### config.mk
export PLATFORM = sky130hd
export DESIGN_NAME = irr_priority_resolver_flat
export DESIGN_NICKNAME = d
export VERILOG_FILES = /design/src/rtl/irr_priority_resolver_if.sv /design/src/rtl/irr_priority_resolver.sv /design/src/flat_wrapper.sv
export SDC_FILE = /design/constraint.sdc
export NUM_CORES = 1
export LEC_CHECK = 0
export ABC_AREA = 0
export CORE_ASPECT_RATIO = 1.25
export CORE_MARGIN = 2
export CORE_UTILIZATION = 55
export DETAILED_ROUTE_END_ITERATION = 16
export PLACE_DENSITY = 0.8
export REMOVE_ABC_BUFFERS = 1
export SLEW_MARGIN = 10
export SYNTH_ARGS = -nofsm -noshare
export SYNTH_HDL_FRONTEND = slang
export SYNTH_SLANG_ARGS = --single-unit
### constraint.sdc
create_clock -name clk -period 17.4 [get_ports clk]
set_input_delay 3.48 -clock clk [delete_from_list [all_inputs] [get_ports clk]]
set_output_delay 3.48 -clock clk [all_outputs]
set_load 0.01 [all_outputs]
### src/rtl/irr_priority_resolver_if.sv
// Bus between the 8259 interrupt front end (irr_priority_resolver) and
// Control_logic. The resolver takes the slave modport; whoever drives the
// request lines and control words takes the master modport.
// The optional special_mask_mode signal exists only when SPECIAL_MASK_EN
// is defined.
interface irr_priority_resolver_if;
    logic [7:0] IR;
    logic       ICW1_LTIM;
    logic [7:0] OCW1;
    logic [7:0] ISR;
    logic       begin_to_set_ISR;
    logic       eoi_pulse;
    logic [2:0] reset_by_EOI;
    logic       auto_rotate_status;
`ifdef SPECIAL_MASK_EN
    logic       special_mask_mode;
`endif
    logic [7:0] IRR;
    logic [2:0] highest_priority_IRR;
    logic [2:0] ack_id;
    logic       INT_request;

    modport master (
`ifdef SPECIAL_MASK_EN
        output special_mask_mode,
`endif
        output IR, ICW1_LTIM, OCW1, ISR, begin_to_set_ISR, eoi_pulse,
        output reset_by_EOI, auto_rotate_status,
        input  IRR, highest_priority_IRR, ack_id, INT_request
    );

    modport slave (
`ifdef SPECIAL_MASK_EN
        input  special_mask_mode,
`endif
        input  IR, ICW1_LTIM, OCW1, ISR, begin_to_set_ISR, eoi_pulse,
        input  reset_by_EOI, auto_rotate_status,
        output IRR, highest_priority_IRR, ack_id, INT_request
    );
endinterface

### src/rtl/irr_priority_resolver.sv
// irr_priority_resolver: 8259 front end. Synchronises IR0..IR7, latches
// them into the IRR (edge or level mode), applies the OCW1 mask, picks the
// highest-priority pending request under a rotating priority pointer and
// raises INT_request when that request outranks everything in service.
// Optional feature macro: SPECIAL_MASK_EN (adds special_mask_mode, which
// lets ISR bits that are masked in OCW1 stop blocking lower levels).
module irr_priority_resolver #(
    parameter int         NUM_IR       = 8,
    parameter logic [2:0] RESET_LOWEST = 3'b111
) (
    input logic                    clk,
    input logic                    reset,
    irr_priority_resolver_if.slave bus
);

    logic [NUM_IR-1:0] irSync1_q;
    logic [NUM_IR-1:0] irSync2_q;
    logic [NUM_IR-1:0] ir_q;
    logic [NUM_IR-1:0] irr_q, irr_d;
    logic [2:0]        pointer_q, pointer_d;
    logic [2:0]        highestPriority_q, highestPriority_d;
    logic [2:0]        ackId_q, ackId_d;
    logic              intRequest_q, intRequest_d;

    logic [NUM_IR-1:0] candidates;
    logic [NUM_IR-1:0] isrBlocking;
    logic [NUM_IR-1:0] risingEdge;
    logic [3:0]        winnerRank;
    logic [3:0]        minIsrRank;
    logic [3:0]        rank;

    // Two-flop synchroniser per line, then one more stage for edge detection
    always_ff @(posedge clk) begin
        if (reset) begin
            irSync1_q <= '0;
            irSync2_q <= '0;
            ir_q      <= '0;
        end else begin
            irSync1_q <= bus.IR;
            irSync2_q <= irSync1_q;
            ir_q      <= irSync2_q;
        end
    end

    assign risingEdge = irSync2_q & ~ir_q;
    assign candidates = irr_q & ~bus.OCW1;

`ifdef SPECIAL_MASK_EN
    assign isrBlocking = bus.special_mask_mode ? (bus.ISR & ~bus.OCW1) : bus.ISR;
`else
    assign isrBlocking = bus.ISR;
`endif

    // Rotated-priority search: rank 0 is the level just above the pointer
    always_comb begin
        winnerRank        = 4'd8;
        minIsrRank        = 4'd8;
        rank              = 4'd0;
        highestPriority_d = highestPriority_q;
        for (int i = 0; i < NUM_IR; i++) begin
            rank = {1'b0, 3'(i) - pointer_q - 3'd1};
            if (isrBlocking[i] && (rank < minIsrRank)) begin
                minIsrRank = rank;
            end
            if (candidates[i] && (rank < winnerRank)) begin
                winnerRank        = rank;
                highestPriority_d = 3'(i);
            end
        end
        intRequest_d = (winnerRank < minIsrRank);
    end

    // IRR update: level mode mirrors the synchronised lines, edge mode
    // latches rising edges and clears the acknowledged bit (a new edge wins)
    always_comb begin
        irr_d = irr_q;
        if (bus.ICW1_LTIM) begin
            irr_d = irSync2_q;
        end else begin
            if (bus.begin_to_set_ISR && intRequest_q) begin
                irr_d[highestPriority_q] = 1'b0;
            end
            irr_d = irr_d | risingEdge;
        end
    end

    // Acknowledge capture and priority rotation on automatic EOI
    always_comb begin
        ackId_d   = ackId_q;
        pointer_d = pointer_q;
        if (bus.begin_to_set_ISR) begin
            ackId_d = intRequest_q ? highestPriority_q : 3'b111;
        end
        if (bus.eoi_pulse && bus.auto_rotate_status) begin
            pointer_d = bus.reset_by_EOI;
        end
    end

    // State registers for IRR, pointer and the registered resolver outputs
    always_ff @(posedge clk) begin
        if (reset) begin
            irr_q             <= '0;
            pointer_q         <= RESET_LOWEST;
            highestPriority_q <= 3'd0;
            ackId_q           <= 3'd0;
            intRequest_q      <= 1'b0;
        end else begin
            irr_q             <= irr_d;
            pointer_q         <= pointer_d;
            highestPriority_q <= highestPriority_d;
            ackId_q           <= ackId_d;
            intRequest_q      <= intRequest_d;
        end
    end

    assign bus.IRR                  = irr_q;
    assign bus.highest_priority_IRR = highestPriority_q;
    assign bus.ack_id               = ackId_q;
    assign bus.INT_request          = intRequest_q;

endmodule

### src/flat_wrapper.sv
// flat-port wrapper written by rule: the top's interface ports become plain ports
module irr_priority_resolver_flat 
#(
    parameter int         NUM_IR       = 8,
    parameter logic [2:0] RESET_LOWEST = 3'b111
)
  (clk, reset, bus_IR, bus_ICW1_LTIM, bus_OCW1, bus_ISR, bus_begin_to_set_ISR, bus_eoi_pulse, bus_reset_by_EOI, bus_auto_rotate_status, bus_IRR, bus_highest_priority_IRR, bus_ack_id, bus_INT_request);
  irr_priority_resolver_if bus_i ();
  input logic clk;
  input logic reset;
  input wire logic [$bits(bus_i.IR)-1:0] bus_IR;
  input wire logic [$bits(bus_i.ICW1_LTIM)-1:0] bus_ICW1_LTIM;
  input wire logic [$bits(bus_i.OCW1)-1:0] bus_OCW1;
  input wire logic [$bits(bus_i.ISR)-1:0] bus_ISR;
  input wire logic [$bits(bus_i.begin_to_set_ISR)-1:0] bus_begin_to_set_ISR;
  input wire logic [$bits(bus_i.eoi_pulse)-1:0] bus_eoi_pulse;
  input wire logic [$bits(bus_i.reset_by_EOI)-1:0] bus_reset_by_EOI;
  input wire logic [$bits(bus_i.auto_rotate_status)-1:0] bus_auto_rotate_status;
  output wire logic [$bits(bus_i.IRR)-1:0] bus_IRR;
  output wire logic [$bits(bus_i.highest_priority_IRR)-1:0] bus_highest_priority_IRR;
  output wire logic [$bits(bus_i.ack_id)-1:0] bus_ack_id;
  output wire logic [$bits(bus_i.INT_request)-1:0] bus_INT_request;
  assign bus_i.IR = bus_IR;
  assign bus_i.ICW1_LTIM = bus_ICW1_LTIM;
  assign bus_i.OCW1 = bus_OCW1;
  assign bus_i.ISR = bus_ISR;
  assign bus_i.begin_to_set_ISR = bus_begin_to_set_ISR;
  assign bus_i.eoi_pulse = bus_eoi_pulse;
  assign bus_i.reset_by_EOI = bus_reset_by_EOI;
  assign bus_i.auto_rotate_status = bus_auto_rotate_status;
  assign bus_IRR = bus_i.IRR;
  assign bus_highest_priority_IRR = bus_i.highest_priority_IRR;
  assign bus_ack_id = bus_i.ack_id;
  assign bus_INT_request = bus_i.INT_request;
  irr_priority_resolver #(.NUM_IR(NUM_IR), .RESET_LOWEST(RESET_LOWEST)) u_core (.clk(clk), .reset(reset), .bus(bus_i));
endmodule
==> impl_metrics.env <==
export IMPL_port_buffers=47
export IMPL_syn_area_per_cell_um2=8.425
export IMPL_tritoncts="built"
export IMPL_rsz0062_at_grt="false"
export IMPL_synth_top_area_share=0.2464
export IMPL_worst_setup_path_type="input pin to register"
export IMPL_yosys_register_bits=42
export IMPL_post_place_cells=529
export IMPL_place_congestion=0.9283
export IMPL_highest_layer="met4"
export IMPL_ios=48
export IMPL_seq_area_frac_synth=0.2464
export IMPL_grt_use_total=0.2606
export IMPL_max_slew_margin_rel=0.5704
export IMPL_finalMaxSlewViolations=0
export IMPL_cts_root_buf="clkbuf_8"
export IMPL_power_leakage_nw=1.566
export IMPL_post_cts_setup_buffers=0
export IMPL_hold_path_class="register to register"
export IMPL_drv_cap=0
export IMPL_synth_ff_type="dfxtp_1"
export IMPL_post_dp_cell_area_mm2=0.003946
export IMPL_hold_buffers=0
export IMPL_clock_sinks=42
export IMPL_setup_worst_path_start_class="input pin"
export IMPL_clock_latency_ns=0.29
export IMPL_die_h_um=92.06
export IMPL_cts_resized=0
export IMPL_fin_skew_ns=0.003299
export IMPL_power_density_mw_per_mm2=80.65
export IMPL_h_tree_depth=2
export IMPL_num_antenna_cells=0
export IMPL_layout_drive_gt1_share=0.1018
export IMPL_nNetsFinal=517
export IMPL_wl_met3_um=278
export IMPL_post_route_period_util=0.8593
export IMPL_fillers=538
export IMPL_multi_input_comb_area_mm2=0.002420
export IMPL_ant_nets=0
export IMPL_hpwl_um=6322
export IMPL_grt_max_degree=36
export IMPL_regArea_um2=840.8
export IMPL_critPathMaxStageDelay_ns=0.77
export IMPL_final_setup_tns_ns=0
export IMPL_gr_total_overflow=0
export IMPL_area_growth_syn_to_layout_pct=18.19
export IMPL_final_cells=537
export IMPL_critPathCaptureType="register"
export IMPL_crit_fanout=15
export IMPL_final_area_mm2=0.004033
export IMPL_grt_pass1_wl_um=14260
export IMPL_status="completed"
export IMPL_period_minus_slack_ns=14.95
export IMPL_syn_inst=405
export IMPL_vias=3197
export IMPL_utilization=0.6626
export IMPL_fin_ws_ns=2.447
export IMPL_netlist_top_cells_area="dfxtp_1 25%, ha_1 12%, nor2b_1 6.2%"
export IMPL_dp_slack_ns=2.259
export IMPL_synth_edf_count=0
export IMPL_irDropWorstVdd_mv=0.05475
export IMPL_crit_top_cell="ha_1"
export IMPL_final_setup_viol_count=0
export IMPL_worstPathArrival_ns=15.20
export IMPL_drc_errors=0
export IMPL_worst_pin_slew_ns=0.6422
export IMPL_core_mm2=0.006086
export IMPL_hold_viol_final=0
export IMPL_clkTransAtPathRegs_ns=0.08
export IMPL_slowest_stage="clkdlybuf4s50_1"
export IMPL_routedWlPerCell_um=15.40
export IMPL_antenna_found_initial=0
export IMPL_met1_length_um=3539
export IMPL_syn_area_mm2=0.003412
export IMPL_synth_warnings=0
export IMPL_max_freq_mhz=66.88
export IMPL_dieArea_mm2=0.006854
export IMPL_grt_pass1_vias=3210
export IMPL_die_width_um=74.45
export IMPL_cp_required_ns=17.64
export IMPL_synth_top_cell_by_area="dfxtp_1"
export IMPL_power_uw=325.2
export IMPL_ys_types=73
export IMPL_whs_ns=0.4430
export IMPL_drt_initial_drc_count=147
export IMPL_firstDrtPassIters=5
export IMPL_async_flop_share=0
export IMPL_clk_path_buf_depth=2
export IMPL_vias_per_cell=5.953
export IMPL_wl_met2_um=4229
export IMPL_numCtsBuffers=5
export IMPL_start_util=0.5606
export IMPL_std_cell_rows=32
export IMPL_wirelength_um=8269
[layout make-up]
type                            count  area share
Multi-Input combinational cell    328      0.6001
Sequential cell                    42      0.2085
Timing Repair Buffer               49      0.1204
Tap cell                           85     0.02637
Inverter                           25     0.02327
Clock buffer                        6     0.01800
Clock inverter                      2    0.003413
[logic make-up (layout without fill, tap and decap cells)]
family,after synthesis,in the layout,synth area share
muxes,19,19,0.06161
buffers and inverters,35,82,0.04437
AOI/OAI and AO/OA,121,121,0.2772
adders and majority gates,33,33,0.1210
DFF,42,42,0.2464
and+or+nand+nor,152,152,0.2417
xor gates and xnor gates,3,3,0.007702
[flip-flops by register name (all words and copies together) (netlist names)]
name / count
u_core.irSync2_q: 8
u_core.ir_q: 8
u_core.bus.IRR: 8
u_core.irSync1_q: 8
u_core.bus.INT_request: 1
u_core.bus.highest_priority_IRR: 3
u_core.bus.ack_id: 3
u_core.pointer_q: 3
[cells in the final DEF (no fill, tap or decap), types with 3 or more instances in the layout]
master           instances
nor3_1                   3
clkbuf_8                 5
mux2i_1                  3
a21o_1                   5
a31oi_1                  5
nor2b_1                 34
mux2_2                  16
ha_1                    33
and3_1                  10
clkdlybuf4s50_1         47
o22ai_1                  5
nand2b_1                17
nor2_1                  29
nand2_1                 26
o21ai_0                 23
dfxtp_1                 42
and2_1                   3
a21oi_2                  3
inv_1                   24
a32o_1                   8
or3_1                    3
o211ai_1                 5
a21oi_1                 21
nand4_1                  3
a211o_1                  4
a211oi_1                 3
o31ai_1                  3
nand3_1                 11
[Yosys cell counts, types with 8 or more instances]
| library cell | count |
|---|---|
| dfxtp_1 | 42 |
| o21ai_0 | 23 |
| mux2_2 | 16 |
| a21oi_1 | 21 |
| nor2b_1 | 34 |
| nor2_1 | 29 |
| and3_1 | 10 |
| inv_1 | 24 |
| nand2_1 | 26 |
| ha_1 | 33 |
| nand2b_1 | 17 |
| a32o_1 | 8 |
| nand3_1 | 11 |
[path summary, 6_finish.rpt]
kind	to	from	cells after the start	slack, ns
worst max register to register	u_core.bus.INT_request	u_core.pointer_q[1]	53	4.74
worst min register to register	u_core.irSync2_q[5]	u_core.irSync1_q[5]	1	0.44
worst min-delay path	u_core.irSync2_q[5]	u_core.irSync1_q[5]	1	0.44
worst max-delay path	u_core.bus.INT_request	bus_ISR[0]	52	2.45
[routing by layer]
metal,vias up,track usage
met5,-,0
li1,1596,-
met2,74,0.4690
met4,0,0.1012
met1,1507,0.3047
met3,20,0.02967
[where the power goes]
part	switching, mW	internal [mW]	total [mW]
sequential	0.00488	0.102	0.106
combinational	0.0847	0.0723	0.157
clock	0.0334	0.0283	0.0617
total	0.123	0.202	0.325
[worst max-delay path: cells and delay by family]
family	cells	cell delay, ns
mux	5	1.85
compound gates	22	4.49
buf+inv	5	1.02
fa+ha+maj	8	2.25
simple gates	12	2.09
(Power assumes the default switching activity.)
